**config.mk**
```make
export PLATFORM = sky130hd
export DESIGN_NAME = toggle_event_counter
export DESIGN_NICKNAME = d
export VERILOG_FILES = /design/src/rtl/toggle_event_counter.sv
export SDC_FILE = /design/constraint.sdc
export NUM_CORES = 1
export LEC_CHECK = 0
export CAP_MARGIN = 20
export CORE_ASPECT_RATIO = 0.9
export CORE_MARGIN = 3
export CORE_UTILIZATION = 55
export CTS_CLUSTER_SIZE = 30
export DETAILED_ROUTE_END_ITERATION = 7
export DONT_BUFFER_PORTS = 1
export PLACE_DENSITY = 0.76
export REMOVE_ABC_BUFFERS = 1
export SYNTH_ARGS = -nofsm -noshare
export SYNTH_HDL_FRONTEND = slang
export SYNTH_SLANG_ARGS = --single-unit
```
**constraint.sdc**
```tcl
create_clock -name clk -period 5.65 [get_ports clk]
set_input_delay 0.8475 -clock clk [delete_from_list [all_inputs] [get_ports clk]]
set_output_delay 0.8475 -clock clk [all_outputs]
set_load 0.1 [all_outputs]
```
**src/rtl/toggle_event_counter.sv**
```systemverilog
// Counts level changes on an upstream toggle line and emits the count over a
// valid/ready port when it reaches THRESH or on a flush request.
module toggle_event_counter #(
  parameter int CNT_W  = 8,
  parameter int THRESH = 16
) (
  input  logic             clk,
  input  logic             rstn,
  input  logic             enable,
  input  logic             toggle_in,
  input  logic             flush,
  input  logic             out_ready,
  output logic [CNT_W-1:0] out_data,
  output logic             out_valid,
  output logic             overrun,
  output logic             edge_seen
);

  typedef enum logic {
    EMPTY = 1'b0,
    FULL  = 1'b1
  } state_t;

  localparam logic [CNT_W:0] THRESH_W = (CNT_W+1)'(THRESH);

  state_t           state_q, state_d;
  logic             toggle_prev_q, toggle_prev_d;
  logic [CNT_W-1:0] acc_q, acc_d;
  logic [CNT_W-1:0] out_data_q, out_data_d;
  logic             overrun_q, overrun_d;
  logic             edge_seen_q, edge_seen_d;

  logic             event_w;
  logic [CNT_W:0]   sum;
  logic             emit;

  always_comb begin
    event_w       = (toggle_in ^ toggle_prev_q) & enable;
    sum           = {1'b0, acc_q} + {{CNT_W{1'b0}}, event_w};
    emit          = (sum == THRESH_W) | (flush & (sum != '0));

    toggle_prev_d = toggle_in;
    edge_seen_d   = event_w;
    acc_d         = emit ? '0 : sum[CNT_W-1:0];
    state_d       = state_q;
    out_data_d    = out_data_q;
    overrun_d     = overrun_q;

    case (state_q)
      EMPTY: begin
        if (emit) begin
          out_data_d = sum[CNT_W-1:0];
          state_d    = FULL;
        end
      end
      FULL: begin
        if (out_ready) begin
          if (emit) begin
            out_data_d = sum[CNT_W-1:0];
          end else begin
            state_d = EMPTY;
          end
        end else if (emit) begin
          // Output still occupied: the new count is lost but acc is cleared.
          overrun_d = 1'b1;
        end
      end
      default: state_d = EMPTY;
    endcase
  end

  always_ff @(posedge clk or negedge rstn) begin
    if (!rstn) begin
      state_q       <= EMPTY;
      toggle_prev_q <= 1'b0;
      acc_q         <= '0;
      out_data_q    <= '0;
      overrun_q     <= 1'b0;
      edge_seen_q   <= 1'b0;
    end else begin
      state_q       <= state_d;
      toggle_prev_q <= toggle_prev_d;
      acc_q         <= acc_d;
      out_data_q    <= out_data_d;
      overrun_q     <= overrun_d;
      edge_seen_q   <= edge_seen_d;
    end
  end

  assign out_valid = (state_q == FULL);
  assign out_data  = out_data_q;
  assign overrun   = overrun_q;
  assign edge_seen = edge_seen_q;

endmodule

```
==> impl_metrics.toml, run 1 <==
[timing]
fin_crit_sh = 0.5606
final_hold_viol_count = 0
grt_setup_unrepaired = "false"
fin_crit_ns = 3.167
fin_skew_ns = 0.002958
fin_tns_setup_ns = 0
drv_slew = 0
slew_headroom = 0.3624
setup_viol = 0
fin_ws_ns = 2.483
worst_slew_pin_slew_ns = 0.9565
max_freq_mhz = 315.7

[die]
core_area_um2 = 1971
rows = 15
dieArea_um2 = 2712
start_util = 0.5924
die_width_um = 54.56
die_height_um = 49.71
ios = 17

[clock_network]
postCtsSetupBuffers = 0
cts_resized = 0
cts_made_buffers = 3
clock_latency_ns = 0.31
clk_path_buf_depth = 2
cts_tree = "yes"
cts_max_level = 1
ctsRootBufferMaster = "clkbuf_4"
cts.clk_slew.worst_paths_ns = 0.11
cts_hold_buf = 0
numClockSinks = 20

[power_and_ir_drop]
p_leak_nw = 0.5075
p_total_w = 0.0007704
vdd_drop_max_mv = 0.4746
power_density_nw_per_um2 = 628.3

[setup_path]
cp_max_fo = 14
critPathArrivalTime_ns = 3.36
cp-start-kind = "primary input"
critical-path-top-delay-family = "simple AND/OR/NAND/NOR gates"
slowest_delay_ns = 0.50
critPathSlowestCell = "a211oi_4"
crit_path_end_kind = "register"
path_class = "primary input to register"
worstPathCellList = "xor2_1 -> and2_1 -> ha_1 -> ha_1 -> xor2_1 -> or3_1 -> a211oi_4 -> a31oi_2 -> or3_1"
cp_data_required_time_ns = 5.84
path_buf_inv = 0

[synthesis]
synth_top_cell_area_share = 0.4287
yosysSeqAreaShare = 0.4287
synth_cell_types = 37
synth_most_common_cell = "dfrtp_1"
avgSynthCellArea_um2 = 10.42
ys_top_cells_by_count = "20 x dfrtp_1, 8 x nor3_1, 8 x o211ai_1"
yosys_warnings = 0
ys_async_sr_fraction = 1.000
syn_inst = 112
synth_area_leader_cell = "dfrtp_1"
syn_area_um2 = 1167
synth_ff_type = "dfrtp_1"
yosys-top-cells-area = "dfrtp_1 43%, o221a_2 6.8%, o211ai_1 5.1%"
ys_ff_latch = 20
synth_edf_count = 0

[placement]
gp_congestion = 0.9090
pre_cts_ws_ns = 2.158
hpwl_um = 1804
io_buffers = 0

[cells_and_area]
final_nets = 119
drive_gt1_frac = 0.1636
area_growth_pct = 5.038
antennaDiodeCount = 0
fin_util = 0.6222

[worst_hold_path]
min_path_type = "primary input to asynchronous set/reset pin"

[route]
via_per_inst = 6.904
ant_nets = 0
drtIter0Drc = 46
routed_wl_um = 2548
drtPass1Iterations = 4
drc = 0
detail_route.wl_per_cell_um = 18.87
routed-via-count = 932

[global_routing]
grt_overflow = 0
grt_max_degree = 21
grt_pass1_vias = 885
grt_pass1_wl_um = 4395
grt_usage = 0.2262
antenna_found_initial = 0

[flow_run]
drv_cap = 0

[status]
status = "completed"
[metal layers]
metal  track usage  up-vias  routed length (um)
li1              -      428                   -
met1        0.3115      444                1101
met2        0.3327       54                1210
met3       0.06344        6                 217
met4       0.08299        0                  19
met5             0        -                   0
[state kept, by name, indices dropped and copies added, names as in the netlist]
name / flops
overrun: 1
out_valid: 1
edge_seen: 1
toggle_prev_q: 1
out_data: 8
acc_q: 8
[cell families after synthesis]
group	count (synthesis)	synth area share
AOI/OAI and AO/OA	30	0.2347
xor gates and xnor gates	9	0.06753
adders and majority gates	2	0.02143
buffers and inverters	11	0.04072
DFF	20	0.4287
and+or+nand+nor	40	0.2069
[cell usage in the layout, fill, tap and decap left out, types with 2 or more instances in the layout]
master and n:
nor3b_1 3, dfrtp_1 20, o221a_2 7, xor2_1 6
and4_1 3, xnor2_1 3, nor3_1 8, clkbuf_4 3
nand2b_1 2, and3_1 2, ha_1 2, o211ai_1 8
a21oi_1 2, nand3_1 4, or3_1 2, and2_1 2
nor2_1 4, a211oi_1 6, inv_1 4, nand2_1 3
[report_power, final]
part / switching [W] / leakage (nW) / internal (W) / total, W
Sequential: 0.000264 / 0.258 / 0.000178 / 0.000443
Combinational: 0.000111 / 0.222 / 0.000100 / 0.000212
Clock: 0.0000443 / 0.0279 / 0.0000718 / 0.000116
Total: 0.000420 / 0.507 / 0.000350 / 0.000770
[final cells by class]
class	count	area (um2)
Inverter	4	15.01
Fill cell	151	744.5
Clock inverter	1	30.03
Sequential cell	20	500.5
Timing Repair Buffer	1	7.507
Clock buffer	3	22.52
Multi-Input combinational cell	81	619.3
Tap cell	25	31.28
[worst paths after layout]
kind / startpoint / depth (start not counted) / slack (ns) / end
max in group asynchronous: rstn / 0 / 5.36 / out_data[2]
hold / removal: rstn / 0 / 0.22 / acc_q[5]
setup / recovery: toggle_in / 9 / 2.48 / out_valid
setup reg to reg: toggle_prev_q / 9 / 2.60 / out_valid
hold reg to reg: toggle_prev_q / 2 / 0.62 / edge_seen
min in group clk: toggle_in / 0 / 0.56 / toggle_prev_q
[worst reg2reg max path: cells and delay by family (launching register included)]
| family | cells | cell delay, ns |
|---|---|---|
| compound gates | 2 | 0.78 |
| flops | 1 | 0.39 |
| fa+ha+maj | 2 | 0.49 |
| xor+xnor | 2 | 0.34 |
| simple gates | 3 | 0.94 |
[through the flow]
step	hold slack (ns)	instance area (um2)	instances
finish	0.2176	1226	135
floorplan	0.5519	1135	105
detailed placement	0.5524	1166	130
global placement	0.5524	1166	130
global route	0.1853	1226	135
CTS	0.2067	1219	134
Note: power is estimated with default switching activity, not from simulation.
==> run 2: changes to the inputs <==
clock period = 3.2 ns   (was 5.65 ns; I/O delays follow)
==> run 2 against run 1 <==
Sequential share of layout area fell by 1.3 points. Combinational power rose by 110%. Total power rose by 81%. Final cell count rose by 3.7%. Largest cell class unchanged. Sequential cell count did not move. Critical path type is now register to register. Register-to-register slack got worse by 2.3 ns. Sequential power rose by 65%. Global-route usage fell by 0.76 points. Clock-buffer cell count did not move. Wire length rose by 3.8%.
==> impl_metrics.toml, run 2 (synthesis results as in run 1) <==
[cells_and_area]
antennaDiodeCount = 0
final_cell_mix = "20 x dfrtp_1, 8 x nor3_1, 8 x o211ai_1, 7 x o221a_2"
instances_no_fill = 140
final_nets = 124
fin_util = 0.6425
area_growth_pct = 8.467
drive_gt1_frac = 0.1913
final_common_cell = "dfrtp_1"

[clock_network]
cts_max_level = 1
numClockSinks = 20
ctsRootBufferMaster = "clkbuf_4"
postCtsSetupBuffers = 0
cts_made_buffers = 3
cts.clk_slew.worst_paths_ns = 0.11
clock_latency_ns = 0.31
cts_resized = 0
cts_hold_buf = 1
cts_tree = "yes"
clk_path_buf_depth = 2

[die]
ios = 17
core_area_um2 = 1971
die_height_um = 49.71
start_util = 0.5924
die_width_um = 54.56
dieArea_um2 = 2712
rows = 15

[setup_path]
cp-startpoint = "toggle_prev_q"
slowest_delay_ns = 0.40
reg2reg_from = "toggle_prev_q"
crit_path_end_kind = "register"
critical-path-top-delay-family = "simple AND/OR/NAND/NOR gates"
path_buf_inv = 0
critPathSlowestCell = "or3_1"
worstPathCellList = "xor2_1 -> and2_1 -> ha_1 -> ha_1 -> xor2_1 -> or3_1 -> a211oi_4 -> a31oi_2 -> or3_1"
cp_max_fo = 8
critPathArrivalTime_ns = 3.04
cp-start-kind = "register"
path_class = "register to register"
cp_data_required_time_ns = 3.39

[route]
detail_route.wl_per_cell_um = 18.89
met3_length_um = 167
routed_wl_um = 2645
routed.top_layer = "met4"
met2_length_um = 1213
routed-via-count = 963
wirelength_met1_um = 1221
ant_nets = 0
drtIter0Drc = 36
via_per_inst = 6.879
drc = 0
drtPass1Iterations = 4

[power_and_ir_drop]
swShare = 0.5387
p_leak_nw = 0.5310
seqPwrFrac = 0.525
p_int_w = 0.0006415
comb_power_share = 0.327
power_density_nw_per_um2 = 1098
vdd_drop_max_mv = 0.7212
clkPwrFrac = 0.148
netSwitchingPower_w = 0.0007491

[global_routing]
grt_overflow = 0
grt_pass1_vias = 921
grt_usage = 0.2186
antenna_found_initial = 0
grt_max_degree = 21
grt_pass1_wl_um = 4367

[placement]
gp_congestion = 0.9566
hpwl_um = 1935
io_buffers = 0
dp.cells = 135
pre_cts_ws_ns = 0.3075

[timing]
setup_viol = 0
fin_crit_sh = 0.8912
fin_crit_ns = 2.852
slew_headroom = 0.3666
max_freq_mhz = 350.7
final_hold_viol_count = 0
fin_ws_ns = 0.3483
fin_skew_ns = 0.001214
fin_tns_setup_ns = 0
grt_setup_unrepaired = "false"
drv_slew = 0
worst_slew_pin_slew_ns = 0.9501

[status]
status = "completed"

[worst_hold_path]
min_path_type = "primary input to register"
min_from = "toggle_in"

[flow_run]
drv_cap = 0
==> run 2: cell types whose count changed in the layout (fill, tap and decap cells not counted), sizes merged <==
| cell | delta |
|---|---|
| dlygate4sd3 | +1 |
| buf | +4 |
==> run 2: power by group through the flow <==
| stage | clock (W) | combinational (W) | sequential (W) |
|---|---|---|---|
| 2_1_floorplan | 0 | 0.000297 | 0.000769 |
| 3_3_place_gp | 0 | 0.000428 | 0.000734 |
| 3_5_place_dp | 0 | 0.000442 | 0.000736 |
| 4_1_cts | 0.000210 | 0.000451 | 0.000730 |
| 5_1_grt | 0.000227 | 0.000490 | 0.000739 |
| 6_report | 0.000206 | 0.000455 | 0.000730 |
==> run 2: final timing paths <==
check | to | slack [ns] | depth (start not counted)
setup / recovery | out_valid | 0.35 | 9
min in group asynchronous | acc_q[2] | 0.73 | 1
setup reg to reg | out_valid | 0.35 | 9
max in group asynchronous | acc_q[7] | 1.93 | 1
hold / removal | toggle_prev_q | 0.19 | 0
hold reg to reg | edge_seen | 0.61 | 2
==> run 2: layout make-up <==
class	instances	area (um2)
Fill cell	152	704.4
Clock inverter	1	30.03
Tap cell	25	31.28
Inverter	4	15.01
Multi-Input combinational cell	81	619.3
Timing Repair Buffer	6	47.55
Clock buffer	3	22.52
Sequential cell	20	500.5
==> run 2: worst reg2reg max path: cells and delay by family (launching register included) <==
family	cells	cell delay, ns
flip-flops	1	0.39
adder cells (fa/ha/maj)	2	0.49
AO/OA/AOI/OAI	2	0.56
AND/OR/NAND/NOR	3	0.93
XOR/XNOR	2	0.36
==> run 2: per-layer routing <==
| layer | vias up | track usage |
|---|---|---|
| met5 | - | 0 |
| met4 | 0 | 0.06639 |
| met3 | 8 | 0.06042 |
| met2 | 36 | 0.3307 |
| met1 | 480 | 0.2989 |
| li1 | 439 | - |
==> run 2: through the flow <==
step	power, W	hold WS (ns)	instance area, um2
after floorplan	0.001065	0.1844	1135
after global placement	0.001162	0.1849	1204
after detailed placement	0.001178	0.1849	1204
after CTS	0.001391	0.1896	1266
after global routing	0.001456	0.1583	1266
final	0.001391	0.1876	1266
